**src/rtl/ras_pkg.sv**
```systemverilog
// Shared types and constants for the return-address-stack controller.
package ras_pkg;

  typedef enum logic [1:0] {
    CR_OTHER = 2'd0,
    CR_CALL  = 2'd1,
    CR_RET   = 2'd2
  } cr_type_t;

  localparam logic [6:0] OPC_JAL  = 7'b1101111;
  localparam logic [6:0] OPC_JALR = 7'b1100111;

  localparam logic [1:0] SPEC_NONE      = 2'b00;
  localparam logic [1:0] SPEC_ONE_CALL  = 2'b01;
  localparam logic [1:0] SPEC_CALL_CALL = 2'b10;
  localparam logic [1:0] SPEC_RET_CALL  = 2'b11;

  // Checkpoint pointer width tracks the call_stack depth; change RAS_DPT with it.
  localparam int RAS_DPT  = 8;
  localparam int RAS_PTRW = $clog2(RAS_DPT);

  typedef struct packed {
    logic                vld;
    cr_type_t            typ;
    logic [RAS_PTRW-1:0] ptr;
    logic                full;
  } ckpt_t;

  function automatic logic is_link(input logic [4:0] r);
    return (r == 5'd1) || (r == 5'd5);
  endfunction

  // t1 is the older (DU->EXU) slot, t0 the younger (FU->DU) slot.
  function automatic logic [1:0] spec_code(input cr_type_t t1, input cr_type_t t0);
    if (t1 == CR_CALL && t0 == CR_CALL) return SPEC_CALL_CALL;
    if (t1 == CR_RET && t0 == CR_CALL) return SPEC_RET_CALL;
    if (t1 == CR_CALL || t0 == CR_CALL) return SPEC_ONE_CALL;
    return SPEC_NONE;
  endfunction

endpackage

```
**src/rtl/ras_cr_decode.sv**
```systemverilog
// Combinational CALL/RET/OTHER classifier for RV32I jump instructions.
module ras_cr_decode
  import ras_pkg::*;
(
  input  logic        valid,
  input  logic [31:0] instr,
  output cr_type_t    cr_type
);

  logic [6:0] opc;
  logic       rd_link;
  logic       rs1_link;
  logic       is_jump;
  logic       unused_bits;

  assign opc         = instr[6:0];
  assign rd_link     = is_link(instr[11:7]);
  assign rs1_link    = is_link(instr[19:15]);
  assign is_jump     = (opc == OPC_JAL) || (opc == OPC_JALR);
  assign unused_bits = ^{instr[31:20], instr[14:12]};

  // rd=link wins over rs1=link, so a link-to-link JALR is a CALL.
  always_comb begin
    cr_type = CR_OTHER;
    if (valid && is_jump && rd_link)
      cr_type = CR_CALL;
    else if (valid && opc == OPC_JALR && rs1_link)
      cr_type = CR_RET;
  end

endmodule

```
**src/rtl/ras_ctrl.sv**
```systemverilog
// Return-address-stack controller: drives call_stack push/pop, RET prediction and flush rollback.
// Optional saturating statistics counters are built when RAS_CTRL_STATS_EN is defined.
module ras_ctrl
  import ras_pkg::*;
#(
  parameter  int DPT  = RAS_DPT,
  parameter  int DW   = 32,
  localparam int PTRW = $clog2(DPT)
) (
  input  logic            clk,
  input  logic            areset,
  input  logic            i_fu_valid,
  input  logic [31:0]     i_fu_instr,
  input  logic [DW-1:0]   i_fu_pc,
  input  logic            i_stall,
  input  logic            i_flush,
  input  logic [PTRW-1:0] i_stack_ptr,
  input  logic            i_stack_full,
  input  logic            i_stack_empty,
  input  logic [DW-1:0]   i_pop_data,
  output logic            o_push_en,
  output logic [DW-1:0]   o_push_data,
  output logic            o_pop_en,
  output logic            o_ret_pred_valid,
  output logic [DW-1:0]   o_ret_pred_target,
  output logic            o_rbk_en,
  output logic [PTRW-1:0] o_rbk_ptr,
  output logic            o_rbk_full,
  output logic            o_rbk_incr_ptr,
  output logic [1:0]      o_spec_state
`ifdef RAS_CTRL_STATS_EN
  ,
  output logic [31:0]     o_stat_calls,
  output logic [31:0]     o_stat_rets,
  output logic [31:0]     o_stat_rbks,
  output logic [31:0]     o_stat_empty_rets
`endif
);

  cr_type_t   fu_type;
  ckpt_t      s0;
  ckpt_t      s1;
  logic [1:0] blk_cnt;
  logic       accept;
  logic       s0_cr;
  logic       s1_cr;
  cr_type_t   s0_type;
  cr_type_t   s1_type;

  ras_cr_decode u_decode (
    .valid   (i_fu_valid),
    .instr   (i_fu_instr),
    .cr_type (fu_type)
  );

  // Reset is in the accept term so the comb outputs read 0 while it is held.
  assign accept = i_fu_valid & ~i_stall & ~i_flush & (blk_cnt == 2'd0) & ~areset;

  assign o_push_en         = accept & (fu_type == CR_CALL);
  assign o_pop_en          = accept & (fu_type == CR_RET) & ~i_stack_empty;
  assign o_ret_pred_valid  = o_pop_en;
  assign o_push_data       = areset ? '0 : i_fu_pc + DW'(4);
  assign o_ret_pred_target = areset ? '0 : i_pop_data;
  assign o_rbk_incr_ptr    = 1'b0;

  assign s0_type = s0.vld ? s0.typ : CR_OTHER;
  assign s1_type = s1.vld ? s1.typ : CR_OTHER;
  assign s0_cr   = s0_type != CR_OTHER;
  assign s1_cr   = s1_type != CR_OTHER;

  assign o_spec_state = spec_code(s1_type, s0_type);

  // The older slot holds the earliest pre-op pointer, so it is the restore point.
  always_comb begin
    o_rbk_en   = 1'b0;
    o_rbk_ptr  = '0;
    o_rbk_full = 1'b0;
    if (i_flush && (s1_cr || s0_cr)) begin
      o_rbk_en   = 1'b1;
      o_rbk_ptr  = s1_cr ? s1.ptr : s0.ptr;
      o_rbk_full = s1_cr ? s1.full : s0.full;
    end
  end

  always_ff @(posedge clk or posedge areset) begin
    if (areset) begin
      s0      <= '0;
      s1      <= '0;
      blk_cnt <= '0;
    end else if (i_flush) begin
      s0      <= '0;
      s1      <= '0;
      blk_cnt <= 2'd2;
    end else begin
      if (blk_cnt != 2'd0)
        blk_cnt <= blk_cnt - 2'd1;
      if (!i_stall) begin
        s1 <= s0;
        if (accept)
          s0 <= '{vld: 1'b1, typ: fu_type, ptr: i_stack_ptr, full: i_stack_full};
        else
          s0 <= '0;
      end
    end
  end

`ifdef RAS_CTRL_STATS_EN
  logic empty_ret;
  assign empty_ret = accept & (fu_type == CR_RET) & i_stack_empty;

  always_ff @(posedge clk or posedge areset) begin
    if (areset) begin
      o_stat_calls      <= '0;
      o_stat_rets       <= '0;
      o_stat_rbks       <= '0;
      o_stat_empty_rets <= '0;
    end else begin
      if (o_push_en && o_stat_calls != '1)
        o_stat_calls <= o_stat_calls + 32'd1;
      if (o_pop_en && o_stat_rets != '1)
        o_stat_rets <= o_stat_rets + 32'd1;
      if (o_rbk_en && o_stat_rbks != '1)
        o_stat_rbks <= o_stat_rbks + 32'd1;
      if (empty_ret && o_stat_empty_rets != '1)
        o_stat_empty_rets <= o_stat_empty_rets + 32'd1;
    end
  end
`endif

endmodule

```
**config.mk**
```make
export PLATFORM = sky130hd
export DESIGN_NAME = ras_ctrl
export DESIGN_NICKNAME = d
export VERILOG_FILES = /design/src/rtl/ras_pkg.sv /design/src/rtl/ras_cr_decode.sv /design/src/rtl/ras_ctrl.sv
export SDC_FILE = /design/constraint.sdc
export NUM_CORES = 1
export LEC_CHECK = 0
export CORE_MARGIN = 2
export CORE_UTILIZATION = 30
export CTS_BUF_LIST = sky130_fd_sc_hd__clkbuf_16
export DETAILED_ROUTE_END_ITERATION = 8
export PLACE_DENSITY = 0.82
export SETUP_SLACK_MARGIN = 0.15
export SLEW_MARGIN = 0
export SYNTH_ARGS = -nofsm -noshare
export SYNTH_HDL_FRONTEND = slang
export SYNTH_HIERARCHICAL = 1
export SYNTH_SLANG_ARGS = --single-unit
```
**constraint.sdc**
```tcl
create_clock -name clk -period 2.87 [get_ports clk]
set_input_delay 0.574 -clock clk [delete_from_list [all_inputs] [get_ports clk]]
set_output_delay 0.574 -clock clk [all_outputs]
set_load 0.005 [all_outputs]
```
==> summary.log <==
INFO  floorplanning  floorplan.initialDensity=0.311
INFO  clock_network  clock_tree_from_tritoncts=yes
INFO  global_routing grt_start_max_net_pins=40
INFO  critical_path  worst_endpoint_required_time=2300ps
INFO  timing         finalSetupViolations=0
INFO  critical_path  cp_cell_sequence=buf_6, ha_4, and3_4, nand4_1, buf_6, buf_4, or4_1, a21oi_1, buf_2
INFO  yosys          synth.lib_cells_used.distinct=38
INFO  floorplanning  die_w=82.3microns
INFO  min_path       hold_class=in -> async
INFO  floorplanning  floorplan.io_pins=181
INFO  timing         slew_of_the_pin_with_the_lowest_slew_margin=565ps
INFO  cells_and_area num-fill-cells=434
INFO  critical_path  critPathMaxFanout=3
INFO  cells_and_area register_area=400squm
INFO  cells_and_area drive_above_1_share=0.303
INFO  placement      count_of_placed_standard_cells_including_taps=524
INFO  yosys          yosysWarningCount=6
INFO  critical_path  worstSetupStartpointType=primary input
INFO  critical_path  critical_path_sink_type=primary output
INFO  critical_path  regToRegSetupSlack=1520ps
INFO  floorplanning  core=5920squm
INFO  timing         postLayoutSetupSlackWorst=127ps
INFO  global_routing global_route.usage.total=0.228
INFO  route          totalWireLength=8540microns
INFO  timing         final_period_minus_worst_setup_slack=2740ps
INFO  placement      port_buffers=162
INFO  placement      finalWeightedCongestion=0.849
INFO  yosys          synth_area=1840squm
INFO  global_routing grt_pass1_wl=12200microns
INFO  floorplanning  floorplan.die_area=6770squm
INFO  cells_and_area final_nets=585
INFO  cells_and_area commonest_cells_after_routing_fill_and_taps_aside=sky130_fd_sc_hd__clkdlybuf4s50_1, sky130_fd_sc_hd__buf_4, sky130_fd_sc_hd__nor2b_1
INFO  timing         clock-skew-final=2.31ps
INFO  timing         clock.fmax=365MHz
INFO  power          power_density=226nW/um^2
INFO  critical_path  critical_path.reg2reg.endpoint=s0[0]$_DFFE_PP0P_
INFO  timing         setup_repair_after_global_routing_missed_its_margin=yes
INFO  yosys          synth.ff_latch_count=16
INFO  placement      dpl_worst_slack=-572ps
INFO  clock_network  cts-root-to-sink-buffers=2
INFO  cells_and_area most_common_cell_after_layout_fill_and_taps_aside=sky130_fd_sc_hd__clkdlybuf4s50_1
INFO  flow_run       max_cap_violations=0
INFO  critical_path  arrival=2170ps
INFO  placement      detailed_place_hpwl=6170microns
INFO  clock_network  cts-buffers-inserted=3
INFO  timing         slew_viol_final=0
INFO  critical_path  family_with_the_most_delay_on_the_worst_path=simple AND/OR/NAND/NOR gates
INFO  cells_and_area multi_input_gate_area=1450squm
INFO  timing         finalCritPeriodShare=0.956
INFO  yosys          synthesis.nets=359
INFO  clock_network  clock_tree.root_cell=sky130_fd_sc_hd__clkbuf_16
INFO  cells_and_area areaGrowthSynthToFinish=127%
INFO  critical_path  timing_worst_setup_path_type=in -> out
INFO  yosys          syn_inst=251
INFO  global_routing number_of_global_route_vias_before_repair=2648
INFO  route          final_antenna_net_count=0
INFO  cells_and_area instances_no_fill=552
INFO  route          route.detailed.drc=0
INFO  yosys          synth.yosys.seq_area_share=0.218
INFO  yosys          syn_avg_cell_area=7.33squm
INFO  global_routing overflow=0
INFO  power          vdd.ir_drop.worst=0.338mV
INFO  run_status     run_status=complete, no violations
INFO  critical_path  r2r_start=blk_cnt[0]$_DFFE_PP0P_
INFO  route          drt_pre_antenna_iters=4
INFO  clock_network  postCtsHoldBufs=0
INFO  critical_path  cpMostUsedCell=sky130_fd_sc_hd__buf_6
INFO  timing         finalHoldViolations=0
INFO  global_routing antenna_found_initial=1
INFO  power          power_leakage=1.87nW
INFO  clock_network  h-tree-depth=1
INFO  critical_path  crit_slowest_cell=sky130_fd_sc_hd__or4_1
INFO  clock_network  clk_pin_slew_worst_paths=50ps
INFO  route          routed_via_density=5.01
INFO  route          dr_total_vias=2767
INFO  critical_path  number_of_cell_instances_on_the_worst_register_to_register_path=5
INFO  timing         timing.slew.headroom=0.621
INFO  floorplanning  die_height=82.3microns
INFO  route          initialDrtViolationCount=95
INFO  clock_network  insertion_delay=240ps
INFO  critical_path  path_buf_inv=4
INFO  route          route.detailed.wl_per_inst=15.5microns
INFO  clock_network  clock_sink_count=16
INFO  floorplanning  floorplan.rows=28
INFO  critical_path  critical-path-max-stage-delay=420ps
cells in the mapped netlist:
library cell	instances	area (sq um)
sky130_fd_sc_hd__inv_1	6	22.5
sky130_fd_sc_hd__buf_4	2	15.0
sky130_fd_sc_hd__o31ai_1	9	67.6
sky130_fd_sc_hd__dfrtp_1	16	400
sky130_fd_sc_hd__clkbuf_1	12	45.0
sky130_fd_sc_hd__nand3_1	11	55.1
sky130_fd_sc_hd__nor4b_2	1	15.0
sky130_fd_sc_hd__nor4_1	1	6.26
sky130_fd_sc_hd__nor2_1	29	109
sky130_fd_sc_hd__and3_1	5	31.3
sky130_fd_sc_hd__ha_1	2	25.0
sky130_fd_sc_hd__buf_2	6	30.0
sky130_fd_sc_hd__nand2_1	17	63.8
sky130_fd_sc_hd__nor2b_1	37	231
sky130_fd_sc_hd__nor3_1	2	10.0
sky130_fd_sc_hd__o21a_1	1	7.51
sky130_fd_sc_hd__xor2_1	11	96.3
sky130_fd_sc_hd__nand3b_1	1	7.51
sky130_fd_sc_hd__o21ai_1	1	5.00
sky130_fd_sc_hd__and2_1	2	12.5
sky130_fd_sc_hd__o21ai_0	6	30.0
sky130_fd_sc_hd__nand4b_1	1	8.76
sky130_fd_sc_hd__or3_1	5	31.3
sky130_fd_sc_hd__conb_1	1	3.75
sky130_fd_sc_hd__nand4_2	1	12.5
sky130_fd_sc_hd__a21o_1	1	7.51
sky130_fd_sc_hd__and4bb_1	1	12.5
sky130_fd_sc_hd__nand4_1	10	62.6
sky130_fd_sc_hd__mux2i_1	12	120
sky130_fd_sc_hd__o31a_2	1	10.0
sky130_fd_sc_hd__xnor2_1	4	35.0
sky130_fd_sc_hd__a21oi_1	14	70.1
sky130_fd_sc_hd__and4_1	5	43.8
sky130_fd_sc_hd__a22o_1	4	35.0
sky130_fd_sc_hd__or4_1	10	75.1
sky130_fd_sc_hd__o211ai_1	1	7.51
sky130_fd_sc_hd__buf_6	1	11.3
sky130_fd_sc_hd__or2_2	1	6.26
tightest hold or removal path: stages:
cell                    delay [ps]
sky130_fd_sc_hd__buf_2         150
sky130_fd_sc_hd__inv_1          90
sky130_fd_sc_hd__buf_4         250
per-stage QoR:
stage               utilization  TNS (ps)  cell area, sq um  total power, W  hold WS, ps
finish                    0.706         0              4180        0.000945          450
global route              0.706         0              4180        0.000997          505
global placement          0.655     -7590              3880        0.000664          503
detailed placement        0.655     -8710              3880        0.000675          522
CTS                       0.691         0              4090        0.000941          451
floorplan                     -         0              1840        0.000387          484
worst max path at each step:
stage	end	slack (ps)	cells past startpoint	from
floorplan	o_ret_pred_valid	190	7	areset
global placement	o_push_data[31]	-520	6	i_fu_pc[23]
detailed placement	o_push_data[24]	-570	8	i_fu_pc[2]
CTS	o_push_data[26]	130	8	i_fu_pc[11]
global route	o_push_data[31]	100	6	i_fu_pc[29]
finish	o_push_data[22]	130	9	i_fu_pc[2]
final cells by class:
class	instances	area share
repair buffers	242	0.510
multi-input cells	208	0.346
flip-flops and latches	16	0.0958
well taps	75	0.0224
clock buffers	3	0.0180
inverters	6	0.00539
clock inverters	1	0.000898
diodes	1	0.000598
flip-flops by register name, indices dropped and copies added, names as in the netlist:
name,flops
s1,7
s0,7
blk_cnt,2
power by group:
part           switching (W)  internal [W]
clock network      0.0000838      0.000185
registers         0.00000836      0.000241
logic               0.000160      0.000267
logic make-up (layout without fill, tap and decap cells):
group                      count (synthesis)  in the layout  share of synthesized area
AOI/OAI and AO/OA                         38             38                      0.131
and+or+nand+nor                          140            140                      0.432
muxes                                     12             12                     0.0653
buffers and inverters                     27            252                     0.0673
DFF                                       16             16                      0.218
other                                      1              2                    0.00204
xor gates and xnor gates                  15             15                     0.0714
adders and majority gates                  2              2                     0.0136
timing repair:
action | 4_1_cts | 5_1_grt
resized for setup | 126 | 47
setup buffers | 15 | 7
setup endpoints to repair | 29 | 22
cloned | 1 | 0
pin swaps | 22 | 19
metal layers:
metal / vias up / global-route usage / wire length, microns
li1: 1337 / - / -
met1: 1277 / 0.256 / 3240
met2: 135 / 0.440 / 4460
met3: 18 / 0.0402 / 668
met4: 0 / 0.0500 / 166
met5: - / 0 / 0
Power figures use the tool's default switching activity.
==> patch 1: new RTL, same flow settings <==
Put a register stage on the outputs `o_ret_pred_valid` and `o_ret_pred_target`, with the module's reset. The values now appear one clock later. The other outputs are not delayed to match.
--- a/src/rtl/ras_ctrl.sv
+++ b/src/rtl/ras_ctrl.sv
@@ -58,9 +58,16 @@
 
   assign o_push_en         = accept & (fu_type == CR_CALL);
   assign o_pop_en          = accept & (fu_type == CR_RET) & ~i_stack_empty;
-  assign o_ret_pred_valid  = o_pop_en;
   assign o_push_data       = areset ? '0 : i_fu_pc + DW'(4);
-  assign o_ret_pred_target = areset ? '0 : i_pop_data;
+  always_ff @(posedge clk or posedge areset) begin
+    if (areset) begin
+      o_ret_pred_valid  <= '0;
+      o_ret_pred_target <= '0;
+    end else begin
+      o_ret_pred_valid  <= o_pop_en;
+      o_ret_pred_target <= areset ? '0 : i_pop_data;
+    end
+  end
   assign o_rbk_incr_ptr    = 1'b0;
 
   assign s0_type = s0.vld ? s0.typ : CR_OTHER;
Behaviour: not the same (a bounded check fails within 4 cycles, from zero or initial values and one cycle with areset high).
==> patch 1 against the original RTL <==
The flow now finishes with violations (negative setup slack). Worst setup slack worse by 0.20 ns. Via count is 16% higher. Count of clock-buffer cells in the layout is 2 higher. Total power is 90% higher. Wire length is 20% higher. Critical path depth is 1 lower. First-iteration DRC count is 35% higher. Sequential cell count is 33 higher. Hold slack better by 0.061 ns. Combinational power is 18% higher. Cell area is 30% higher. Synthesized area is 46% higher. Critical path type unchanged.
==> patch 1: results (changes against the original RTL) <==
WL/cell: 16.2 um (was 15.5 um)
Most frequent cells after synthesis: dfrtp_1 (49), nor2b_1 (37), nor2_1 (29), nand2_1 (21), a21oi_1 (14) (was nor2b_1 (37), nor2_1 (29), nand2_1 (17), dfrtp_1 (16), a21oi_1 (14))
WL met1: 3760 um (was 3240 um)
Filler Cell Count: 682 (was 434)
Vias in the first global route: 3474 (was 2648)
Leading registers by flop count: o_ret_pred_target: 32 flops, s0: 7 flops, s1: 7 flops (was s0: 7 flops, s1: 7 flops, blk_cnt: 2 flops)
Flop2flop setup slack: 1.34 ns (was 1.52 ns)
Placed Cells: 592 (was 524)
Initial DRC count: 128 (was 95)
Cts bufs inserted: 5 (was 3)
Final setup vio count: 6 (was 0)
Initial DRT Pass Iterations: 5 (was 4)
Sequential Area: 0.00123 sq mm (was 400 sq um)
Net Count, Synth: 390 (was 359)
Hold slack: 0.510 ns (was 0.450 ns)
All-layer global routing usage: 0.202 (was 0.228)
Hold Path Class: reg2reg (was in2async)
Post-CTS setup buffer count: 23 (was 15)
Post-Syn Instances: 282 (was 251)
Status: complete, but fails checks (was complete, no violations)
Met2 Usage GRT: 0.372 (was 0.440)
Failing checks: negative setup slack
Final worst slack: -0.0766 ns (was 0.127 ns)
ANT cells: 0 (was 1)
Worst Reg-to-Reg Cells: 7 (was 5)
Placed Area: 0.00479 sq mm (was 0.00388 sq mm)
GRT met1 Usage: 0.222 (was 0.256)
Largest net degree at the start of global routing: 50 (was 40)
Routed wire length: 10300 um (was 8540 um)
## patch 1: cell types whose count changed in the layout (fill, tap and decap cells not counted), moves of 6 or more
cell             delta
dfrtp_1            +33
clkbuf_2            -7
clkdlybuf4s15_1     -9
buf_8              +11
dlygate4sd2_1       -7
buf_6              +13
or4_4               +6
## patch 1: where the power goes
group | leakage, nW | total [mW] | internal, mW | switching (mW)
Combinational | 1.77 | 0.503 | 0.300 | 0.203
Sequential | 0.645 | 0.746 | 0.729 | 0.0174
Clock | 0.0712 | 0.549 | 0.319 | 0.230
Total | 2.49 | 1.80 | 1.35 | 0.451
## patch 1: kinds of logic (layout without fill, tap and decap cells)
kind of cell / count (synthesis) / count (layout) / share of synthesized area
flops: 49 / 49 / 0.456
simple gates: 140 / 142 / 0.307
other cells: 1 / 1 / 0.00139
xor+xnor: 14 / 14 / 0.0456
compound gates: 41 / 41 / 0.101
buf+inv: 24 / 266 / 0.0396
fa+ha+maj: 2 / 2 / 0.00931
mux: 11 / 11 / 0.0410
## patch 1: cell type report
cell class	count	share of cell area
inverters	10	0.00757
multi-input cells	211	0.296
clock buffers	5	0.0229
well taps	108	0.0248
clock inverters	3	0.00321
repair buffers	248	0.420
flip-flops and latches	49	0.225
## patch 1: worst max-delay path by stage
stage / from / to / slack [ns] / depth (start not counted)
floorplan: i_fu_pc[2] / o_push_data[28] / 0.22 / 6
global placement: i_fu_pc[18] / o_push_data[31] / -0.78 / 6
detailed placement: i_fu_pc[11] / o_push_data[18] / -0.82 / 7
CTS: i_fu_pc[2] / o_push_data[20] / 0.003 / 8
global route: i_fu_pc[11] / o_push_data[20] / -0.14 / 8
finish: i_fu_pc[11] / o_push_data[24] / -0.08 / 8
==> patch 2: new RTL, same flow settings <==
Without the edit above. `RAS_DPT`: 8 -> 16.
--- a/src/rtl/ras_pkg.sv
+++ b/src/rtl/ras_pkg.sv
@@ -16,7 +16,7 @@
   localparam logic [1:0] SPEC_RET_CALL  = 2'b11;
 
   // Checkpoint pointer width tracks the call_stack depth; change RAS_DPT with it.
-  localparam int RAS_DPT  = 8;
+  localparam int RAS_DPT  = 16;
   localparam int RAS_PTRW = $clog2(RAS_DPT);
 
   typedef struct packed {
Ports: changed (resized i_stack_ptr and o_rbk_ptr); port bits go from 181 to 183. The function was not compared with the original's and may differ.
==> patch 2 against the original RTL <==
Total power increased by 6.0%. Global-route usage rose by 0.54 points. Count of clock-buffer cells in the layout did not move. Sequential cell count grew 2. First-iteration DRC count up 56%. Synthesized area grew 3.2%. Maximum frequency decreased by 2.7%. Worst setup slack got worse by 0.075 ns. Cell area rose by 0.21%. Sequential share of layout area is 1.2 points higher. Wire length rose by 3.2%. Critical endpoint is now o_push_data[24].
==> patch 2: results (changes against the original RTL) <==
Largest net degree at the start of global routing: 65 (was 40)
Vias: 2783 (was 2767)
Setup Skew: 0.00110 ns (was 0.00231 ns)
Most numerous cell in the Yosys netlist: nor2b_1 (unchanged)
Yosys warnings: 6 (unchanged)
Sequential-to-total area share from yosys stat: 0.237 (was 0.218)
Final Wtd Congestion: 0.995 (was 0.849)
Crit path max fanout: 6 (was 3)
Synth cell types: 35 (was 38)
First-pass GRT wire length: 13500 um (was 12200 um)
Flop2flop setup slack: 1.52 ns (about the same)
Slew HR: 0.556 (was 0.621)
Max Buffers Root-to-Sink: 2 (unchanged)
Layout Cells excl Fill: 550 (was 552)
Filler Cell Count: 477 (was 434)
Status: complete, no violations (unchanged)
Initial DRC count: 148 (was 95)
I/O Buffers: 164 (was 162)
DPL Wire Length: 6840 um (was 6170 um)
Leading registers by flop count: s0: 8 flops, s1: 8 flops, blk_cnt: 2 flops (was s0: 7 flops, s1: 7 flops, blk_cnt: 2 flops)
All-layer global routing usage: 0.233 (was 0.228)
Most frequent cells after synthesis: nor2b_1 (37), nor2_1 (31), dfrtp_1 (18), nand2_1 (18), a21oi_1 (17) (was nor2b_1 (37), nor2_1 (29), nand2_1 (17), dfrtp_1 (16), a21oi_1 (14))
Worst Path Arrival: 2.24 ns (was 2.17 ns)
Worst r2r src: blk_cnt[0]$_DFFE_PP0P_ (unchanged)
WL/cell: 16.0 um (was 15.5 um)
Layout cells sized above 1: 0.282 (was 0.303)
Hold Path Class: in2async (unchanged)
Antenna violations before repair: 0 (was 1)
NumNets Final: 585 (unchanged)
Net Count, Synth: 366 (was 359)
Post-Syn Instances: 257 (was 251)
Worst Reg-to-Reg Cells: 5 (unchanged)
Leak: 1.88 nW (was 1.87 nW)
ANT cells: 0 (was 1)
Maximum VDD drop: 0.000316 V (was 0.000338 V)
Vias in the first global route: 2858 (was 2648)
Placed Cells: 536 (was 524)
Synth top area cells: dfrtp_1 (24%), nor2b_1 (12%), mux2i_1 (6.9%) (was dfrtp_1 (22%), nor2b_1 (13%), mux2i_1 (6.5%))
Cts bufs inserted: 3 (unchanged)
Reg2reg end: s0[1]$_DFFE_PP0P_ (was s0[0]$_DFFE_PP0P_)
[patch 2: cell types whose count changed after synthesis, moves of 3 or more]
cell,unedited run,this run
buf_2,6,0
or4_1,10,7
a21oi_1,14,17
xor2_1,11,8
o21ai_0,6,11
or3_1,5,10
[patch 2: kinds of logic (layout without fill, tap and decap cells)]
logic type,Yosys count,in the layout,synth area share
adder cells (fa/ha/maj),2,2,0.0132
AND/OR/NAND/NOR,145,145,0.431
other,1,1,0.00198
flip-flops,18,18,0.237
XOR/XNOR,14,14,0.0646
multiplexers,13,13,0.0686
buffers and inverters,21,239,0.0475
AO/OA/AOI/OAI,43,43,0.136
[patch 2: layer usage]
metal	up-vias	share of wire	track usage
li1	1349	-	-
met1	1286	0.37	0.254
met2	123	0.52	0.440
met3	25	0.074	0.0544
met4	0	0.034	0.0777
met5	-	0	0
[patch 2: how the worst max path moves through the flow]
stage / startpoint / endpoint / cells after the start
CTS: i_fu_pc[3] / o_push_data[24] / 8
global route: i_fu_pc[9] / o_push_data[24] / 7
finish: i_fu_pc[3] / o_push_data[24] / 8
global placement: i_fu_pc[2] / o_push_data[30] / 7
detailed placement: i_fu_pc[2] / o_push_data[28] / 7
floorplan: i_fu_pc[2] / o_push_data[24] / 5
[patch 2: repair_timing]
action                                  CTS  global route
cloned                                    0             0
hold buffers                              0             0
buffers inserted                          8             2
endpoints found under the setup margin   29            26
pin swaps                                20            12
gates resized for setup                 152            34
[patch 2: layout make-up]
cell class,instances,area share
Inverter,6,0.00537
Multi-Input combinational cell,218,0.358
Sequential cell,18,0.107
Clock inverter,1,0.000896
Timing Repair Buffer,229,0.488
Tap cell,75,0.0224
Clock buffer,3,0.0179
[patch 2: per-stage QoR]
| step | total power, mW | setup slack (ns) | area, sq um | hold slack (ns) |
|---|---|---|---|---|
| floorplan | 0.419 | 0.288 | 1900 | 0.459 |
| global placement | 0.712 | -0.677 | 3970 | 0.469 |
| detailed placement | 0.720 | -0.763 | 3970 | 0.477 |
| CTS | 0.998 | 0.00562 | 4120 | 0.371 |
| global route | 1.05 | 0.0216 | 4190 | 0.403 |
| finish | 1.00 | 0.0521 | 4190 | 0.361 |
[patch 2: where the power goes]
group	switching, mW	internal [mW]	leakage, nW
clock	0.0957	0.185	0.0385
combinational	0.170	0.271	1.59
sequential	0.0103	0.270	0.246
total	0.276	0.726	1.88
[patch 2: worst max-delay path, stage by stage]
cell,delay [ns]
buf_8,0.08
ha_4,0.13
nand3_2,0.08
or4_4,0.48
buf_6,0.15
or4_4,0.48
a21oi_2,0.14
buf_2,0.13
